File: src/rtl/controlador_rpn_pkg.sv
// ============================================================================
// Module      : controlador_rpn_pkg
// Description : Shared constants for the RPN ALU controller and its datapath.
// Revision    : 1.0 - initial release
// ============================================================================
`default_nettype none

package controlador_rpn_pkg;

    // Controller states (2-bit encoding)
    localparam logic [1:0] C_OCIOSO  = 2'd0;
    localparam logic [1:0] C_EXECUTA = 2'd1;
    localparam logic [1:0] C_GRAVA   = 2'd2;
    localparam logic [1:0] C_ERRO    = 2'd3;

    // Opcodes shared with the ALU
    localparam logic [2:0] C_OP_ADD = 3'b000;
    localparam logic [2:0] C_OP_SUB = 3'b001;
    localparam logic [2:0] C_OP_AND = 3'b010;
    localparam logic [2:0] C_OP_OR  = 3'b011;
    localparam logic [2:0] C_OP_XOR = 3'b100;
    localparam logic [2:0] C_OP_NOT = 3'b111;

    // erro_tipo codes
    localparam logic [1:0] C_ERRO_NENHUM     = 2'b00;
    localparam logic [1:0] C_ERRO_OVERFLOW   = 2'b01;
    localparam logic [1:0] C_ERRO_UNDERFLOW  = 2'b10;

    typedef struct packed {
        logic carry;
        logic overflow;
        logic zero;
        logic negative;
    } flags_t;

    function automatic logic [1:0] operandos_necessarios(input logic [2:0] op,
                                                         input logic [2:0] op_not);
        return (op == op_not) ? 2'd1 : 2'd2;
    endfunction

endpackage

`default_nettype wire

File: src/rtl/controlador_rpn_pilha_operandos.sv
// ============================================================================
// Module      : pilha_operandos
// Description : Register-based operand stack with push, pop2_push and
//               replace_top operations plus level/full/empty status.
// Revision    : 1.0 - initial release
// ============================================================================
`default_nettype none

module pilha_operandos
    import controlador_rpn_pkg::*;
#(
    parameter  int WIDTH = 8,
    parameter  int DEPTH = 4,
    localparam int IW    = (DEPTH > 1) ? $clog2(DEPTH) : 1,
    localparam int NW    = IW + 1
) (
    input  logic             clk,
    input  logic             rst,
    input  logic             i_clear,
    input  logic             i_push,
    input  logic             i_pop2_push,
    input  logic             i_replace_top,
    input  logic [WIDTH-1:0] i_dado,
    input  logic [WIDTH-1:0] i_resultado,
    output logic [WIDTH-1:0] o_topo,
    output logic [WIDTH-1:0] o_segundo,
    output logic [NW-1:0]    o_nivel,
    output logic             o_full,
    output logic             o_empty
);

    logic [WIDTH-1:0] r_pilha [DEPTH];
    logic [NW-1:0]    r_nivel;
    logic [IW-1:0]    w_idx_push;
    logic [IW-1:0]    w_idx_topo;
    logic [IW-1:0]    w_idx_seg;

    // Modular index arithmetic: a full stack wraps nivel to 0, and 0-1 is DEPTH-1
    assign w_idx_push = r_nivel[IW-1:0];
    assign w_idx_topo = r_nivel[IW-1:0] - IW'(1);
    assign w_idx_seg  = r_nivel[IW-1:0] - IW'(2);

    always_ff @(posedge clk) begin
        if (rst || i_clear) begin
            for (int i = 0; i < DEPTH; i++) begin
                r_pilha[i] <= '0;
            end
            r_nivel <= '0;
        end else if (i_push) begin
            r_pilha[w_idx_push] <= i_dado;
            r_nivel             <= r_nivel + NW'(1);
        end else if (i_pop2_push) begin
            r_pilha[w_idx_seg]  <= i_resultado;
            r_pilha[w_idx_topo] <= '0;
            r_nivel             <= r_nivel - NW'(1);
        end else if (i_replace_top) begin
            r_pilha[w_idx_topo] <= i_resultado;
        end
    end

    assign o_topo    = r_pilha[w_idx_topo];
    assign o_segundo = r_pilha[w_idx_seg];
    assign o_nivel   = r_nivel;
    assign o_full    = (r_nivel == NW'(DEPTH));
    assign o_empty   = (r_nivel == '0);

endmodule

`default_nettype wire

File: src/rtl/controlador_rpn.sv
// ============================================================================
// Module      : controlador_rpn
// Description : Sequencing controller for the 8-bit RPN ALU: owns the operand
//               stack, feeds the ALU and writes its result back.
// Revision    : 1.0 - initial release
// ============================================================================
`default_nettype none

module controlador_rpn
    import controlador_rpn_pkg::*;
#(
    parameter  int         WIDTH  = 8,
    parameter  int         DEPTH  = 4,
    parameter  logic [2:0] OP_NOT = C_OP_NOT,
    localparam int         NW     = ((DEPTH > 1) ? $clog2(DEPTH) : 1) + 1
) (
    input  logic             CLOCK,
    input  logic             RESET,
    input  logic [WIDTH-1:0] dado_in,
    input  logic [2:0]       op_in,
    input  logic             press_enter,
    input  logic             press_exec,
    input  logic             press_clear,
    output logic [WIDTH-1:0] alu_a,
    output logic [WIDTH-1:0] alu_b,
    output logic [2:0]       alu_op,
    input  logic [WIDTH-1:0] alu_result,
    input  logic [3:0]       alu_flags,
    output logic [WIDTH-1:0] topo,
    output logic [NW-1:0]    nivel,
    output logic [3:0]       flags,
    output logic             ocupado,
    output logic             erro,
    output logic [1:0]       erro_tipo
);

    logic [1:0]       r_estado;
    logic [WIDTH-1:0] r_alu_a;
    logic [WIDTH-1:0] r_alu_b;
    logic [2:0]       r_alu_op;
    flags_t           r_flags;
    logic [1:0]       r_erro_tipo;

    logic [WIDTH-1:0] w_topo_bruto;
    logic [WIDTH-1:0] w_segundo;
    logic [NW-1:0]    w_nivel;
    logic             w_cheia;
    logic             w_vazia;
    logic             w_unario_in;
    logic             w_unario_lat;
    logic             w_operandos_ok;
    logic             w_push;
    logic             w_pop2_push;
    logic             w_replace_top;

    assign w_unario_in    = (op_in == OP_NOT);
    assign w_unario_lat   = (r_alu_op == OP_NOT);
    assign w_operandos_ok = (w_nivel >= NW'(operandos_necessarios(op_in, OP_NOT)));

    // Clear outranks everything; exec outranks enter in the same cycle
    assign w_push        = (r_estado == C_OCIOSO) && !press_clear && !press_exec
                           && press_enter && !w_cheia;
    assign w_pop2_push   = (r_estado == C_GRAVA) && !press_clear && !w_unario_lat;
    assign w_replace_top = (r_estado == C_GRAVA) && !press_clear && w_unario_lat;

    pilha_operandos #(
        .WIDTH (WIDTH),
        .DEPTH (DEPTH)
    ) u_pilha (
        .clk           (CLOCK),
        .rst           (RESET),
        .i_clear       (press_clear),
        .i_push        (w_push),
        .i_pop2_push   (w_pop2_push),
        .i_replace_top (w_replace_top),
        .i_dado        (dado_in),
        .i_resultado   (alu_result),
        .o_topo        (w_topo_bruto),
        .o_segundo     (w_segundo),
        .o_nivel       (w_nivel),
        .o_full        (w_cheia),
        .o_empty       (w_vazia)
    );

    always_ff @(posedge CLOCK) begin
        if (RESET) begin
            r_estado    <= C_OCIOSO;
            r_alu_a     <= '0;
            r_alu_b     <= '0;
            r_alu_op    <= '0;
            r_flags     <= '0;
            r_erro_tipo <= C_ERRO_NENHUM;
        end else if (press_clear) begin
            r_estado    <= C_OCIOSO;
            r_erro_tipo <= C_ERRO_NENHUM;
        end else begin
            case (r_estado)
                C_OCIOSO: begin
                    if (press_exec) begin
                        if (!w_operandos_ok) begin
                            r_estado    <= C_ERRO;
                            r_erro_tipo <= C_ERRO_UNDERFLOW;
                        end else begin
                            r_alu_op <= op_in;
                            r_alu_a  <= w_unario_in ? w_topo_bruto : w_segundo;
                            r_alu_b  <= w_unario_in ? '0 : w_topo_bruto;
                            r_estado <= C_EXECUTA;
                        end
                    end else if (press_enter && w_cheia) begin
                        r_estado    <= C_ERRO;
                        r_erro_tipo <= C_ERRO_OVERFLOW;
                    end
                end
                C_EXECUTA: r_estado <= C_GRAVA;
                C_GRAVA: begin
                    r_flags  <= alu_flags;
                    r_estado <= C_OCIOSO;
                end
                default: r_estado <= r_estado;
            endcase
        end
    end

    assign alu_a     = r_alu_a;
    assign alu_b     = r_alu_b;
    assign alu_op    = r_alu_op;
    assign topo      = w_vazia ? '0 : w_topo_bruto;
    assign nivel     = w_nivel;
    assign flags     = r_flags;
    assign ocupado   = (r_estado == C_EXECUTA) || (r_estado == C_GRAVA);
    assign erro      = (r_estado == C_ERRO);
    assign erro_tipo = r_erro_tipo;

endmodule

`default_nettype wire

File: config.mk
export PLATFORM = sky130hd
export DESIGN_NAME = controlador_rpn
export DESIGN_NICKNAME = d
export VERILOG_FILES = /design/src/rtl/controlador_rpn_pkg.sv /design/src/rtl/controlador_rpn_pilha_operandos.sv /design/src/rtl/controlador_rpn.sv
export SDC_FILE = /design/constraint.sdc
export NUM_CORES = 1
export LEC_CHECK = 0
export CAP_MARGIN = 20
export CORE_AREA = 2 2 97 99
export CTS_CLUSTER_DIAMETER = 200
export DETAILED_ROUTE_END_ITERATION = 10
export DIE_AREA = 0 0 99 101
export MAX_ROUTING_LAYER = met4
export PLACE_DENSITY = 0.74
export SKIP_LAST_GASP = 1
export SLEW_MARGIN = 20
export SYNTH_ARGS = -nofsm -noshare
export SYNTH_HDL_FRONTEND = slang
export SYNTH_SLANG_ARGS = --single-unit
File: constraint.sdc
create_clock -name CLOCK -period 7.15 [get_ports CLOCK]
set_clock_uncertainty 0.1 [all_clocks]
set_input_delay 2.145 -clock CLOCK [delete_from_list [all_inputs] [get_ports CLOCK]]
set_output_delay 2.145 -clock CLOCK [all_outputs]
set_load 0.1 [all_outputs]
==> results by group <==
Run status
  • Status: finished, final reports clean

Worst setup path
  • Setup crit end kind: primary output
  • Critical Path Sink: topo[2]
  • Reg2Reg Capture Point: u_pilha.o_nivel[2]
  • RR Startpoint: u_pilha.o_nivel[1]
  • WS Path Type: flip-flop to primary output
  • Setup slack, reg-to-reg: 3670 ps
  • WP data required: slightly below 5000 ps
  • CP Max Fanout: 20
  • Setup crit start: u_pilha.o_nivel[1]
  • WP data arrival: 3660 ps
  • Worst path max stage delay: between 1000 and 1500 ps
  • Reg2Reg Depth: 9
  • Worst-path cell chain: inv_1 > ha_1 > mux4_2 > and2_1 > clkdlybuf4s50_1
  • CP max stage cell: clkdlybuf4s50_1
  • Worst Setup Start Kind: flip-flop

Clock tree
  • Post-CTS setup buffer count: 0
  • Root Driver: clkbuf_8
  • CTS tree: done
  • H-tree levels: 3
  • Clk_lat worst skew: around 350 ps
  • Max clock buf depth: 2
  • Clock slew at reported path FFs: roughly 70 ps
  • Post-CTS Hold Buffers: 0
  • Sink Count: 62
  • CTS resizes: 0
  • CTS buffer count: 9

Timing
  • Setup tns final: 0 ps
  • Slew margin rel.: between 20 and 30%
  • Worst Tran Pin Value: 1079 ps
  • Final worst-path setup slack: 1245 ps
  • Fin crit share: 82.59%
  • Final Slew Violations: 0
  • Maximum achievable frequency: 169.3 MHz
  • RSZ-0062 raised after global routing: false
  • Final hold slack: 357.4 ps
  • Final Hold Vio Count: 0
  • Final min period: 5905 ps
  • Final Setup Violations: 0

Layout
  • Design Area, Final: 0.004407 sq mm
  • Antenna Cells: 0
  • Most frequent cells in the layout: 65 x clkdlybuf4s50_1, 49 x nand2_1, 32 x edfxtp_1, 30 x dfxtp_1, 24 x nor2_1
  • Fin nets: 428
  • Final Util: 49.09%
  • Layout cells sized above 1: 13.27%
  • Most common cell after layout, fill and taps aside: clkdlybuf4s50_1
  • Area growth syn-to-layout: 24.76%
  • Multi-input logic area: 0.001844 sq mm
  • Layout fillers: 792
  • Area occupied by registers: 0.001562 sq mm
  • Non-filler instance count after layout: slightly above 500

Routing
  • Routed WL: 8472 um
  • DRT Pass-1 Iters: 4
  • Antenna Nets Post-Route: 0
  • DR vias/cell: 5.634
  • DR WL/cell: roughly 17 um
  • 1st-iter DRT viols: 172
  • Total number of vias: around 2800
  • DRC errors left: 0

Die
  • Die width: 99 um
  • Core Region: ~0.009 sq mm
  • Starting density of the core: approximately two fifths
  • Row cnt: 35
  • Die Y: 101 um
  • Die Footprint: between 0.009 and 0.01 sq mm
  • IO Count: 66

Run
  • Count of max-cap constraint violations: 0

Logic synthesis
  • Synthesis Warnings: 0
  • Ys flop type: edfxtp_1
  • Seq/Total Area, Yosys: between 40% and 50%
  • Ys async rst share: 0%
  • Synthesized flop and latch total: 62
  • Post-synth EDFFs: 32
  • Netlist cell types: 49
  • Post-Syn Nets: 371
  • Cells after Synth: 330
  • Syn Area/Cell: approximately 11 sq um
  • Synthesized cell area: 0.003532 sq mm

Global routing
  • GRT Total Usage: 17.74%
  • Largest net degree at the start of global routing: 29
  • Initial antenna violation count: 0
  • Number of global-route vias before repair: 2747
  • Grt ovf: 0
  • Global-route wire length before repair: 13690 um

Pwr
  • Power Dens Cells: 189.5 mW/mm^2
  • Pleak: roughly 1.6 nW
  • Total Power: 834.9 uW
  • VDD IR max: approximately 0.073 mV

Place
  • Post-DP HPWL: between 6000 and 7000 um
  • Pre-CTS setup slack: 1579 ps
  • Inst Count DP: 487
  • DP Area: 0.004233 sq mm
  • Number of buffers added on ports: 65
  • Placer Congestion: 0.8721

Hold path
  • Hold WC Path Type: flip-flop to flip-flop
  • WHS Path Cells: 2
==> power by group <==
part | internal [mW] | switching (mW) | total [mW]
registers | 0.389 | 0.0102 | 0.399
logic | 0.0589 | 0.108 | 0.167
clock network | 0.126 | 0.143 | 0.269
total | 0.574 | 0.261 | 0.835
==> routing by layer <==
layer  GRT usage [%]  wire length, um
met1           22.79             3714
met2           28.17             4141
met3           2.705              534
met4           7.376               81
met5               -                0
==> Yosys cell counts (all sizes together) (2+ instances only) <==
cell,instances,area [sq um]
clkbuf,9,33.78
inv,7,26.28
o21ai,19,95.09
ha,12,150.1
dfxtp,30,600.6
and2,9,56.30
a211oi,9,80.08
edfxtp,32,960.9
nor2,25,96.35
nand2b,3,18.77
mux2i,5,50.05
buf,11,62.56
a221o,2,20.02
nor3,4,36.29
mux4,16,360.4
nand3,12,60.06
nand2,49,183.9
a31oi,4,25.02
a21oi,25,132.6
a22o,24,280.3
and3,5,31.28
==> state kept, by name, indices dropped and copies added, names as in the netlist <==
signal and cells:
alu_a 8, alu_b 8, alu_op 3, erro_tipo 2, flags 4, r_estado 2
u_pilha.o_nivel 3, u_pilha.r_pilha 32
==> layout make-up <==
cell class              instances  share of cell area, %
clock buffers                   9                  2.811
clock inverters                 7                  1.136
inverters                       8                 0.6814
multi-input cells             240                  41.85
flip-flops and latches         62                  35.43
well taps                     111                  3.152
repair buffers                 66                  14.93
==> worst max-delay path, delay by kind of cell (launching register included) <==
family / cells / cell delay, ps
DFF: 1 / 900
buffers and inverters: 2 / 1400
adders and majority gates: 1 / 560
muxes: 1 / 300
and+or+nand+nor: 1 / 150
==> logic make-up after synthesis <==
family / synth area share (%)
fa+ha+maj: 4.817
flops: 44.21
xor+xnor: 0.4960
compound gates: 19.62
mux: 11.94
buf+inv: 3.578
simple gates: 15.34
==> worst min path at each step <==
stage	start	endpoint	slack, ps
3_5_place_dp	alu_b[7]	alu_b[7]	350
5_1_grt	alu_b[1]	alu_b[1]	390
4_1_cts	alu_b[7]	alu_b[7]	360
3_3_place_gp	alu_b[7]	alu_b[7]	340
2_1_floorplan	r_estado[0]	r_estado[0]	430
6_report	alu_b[0]	alu_b[0]	360
No activity file was read; power rests on OpenSTA's default activity.
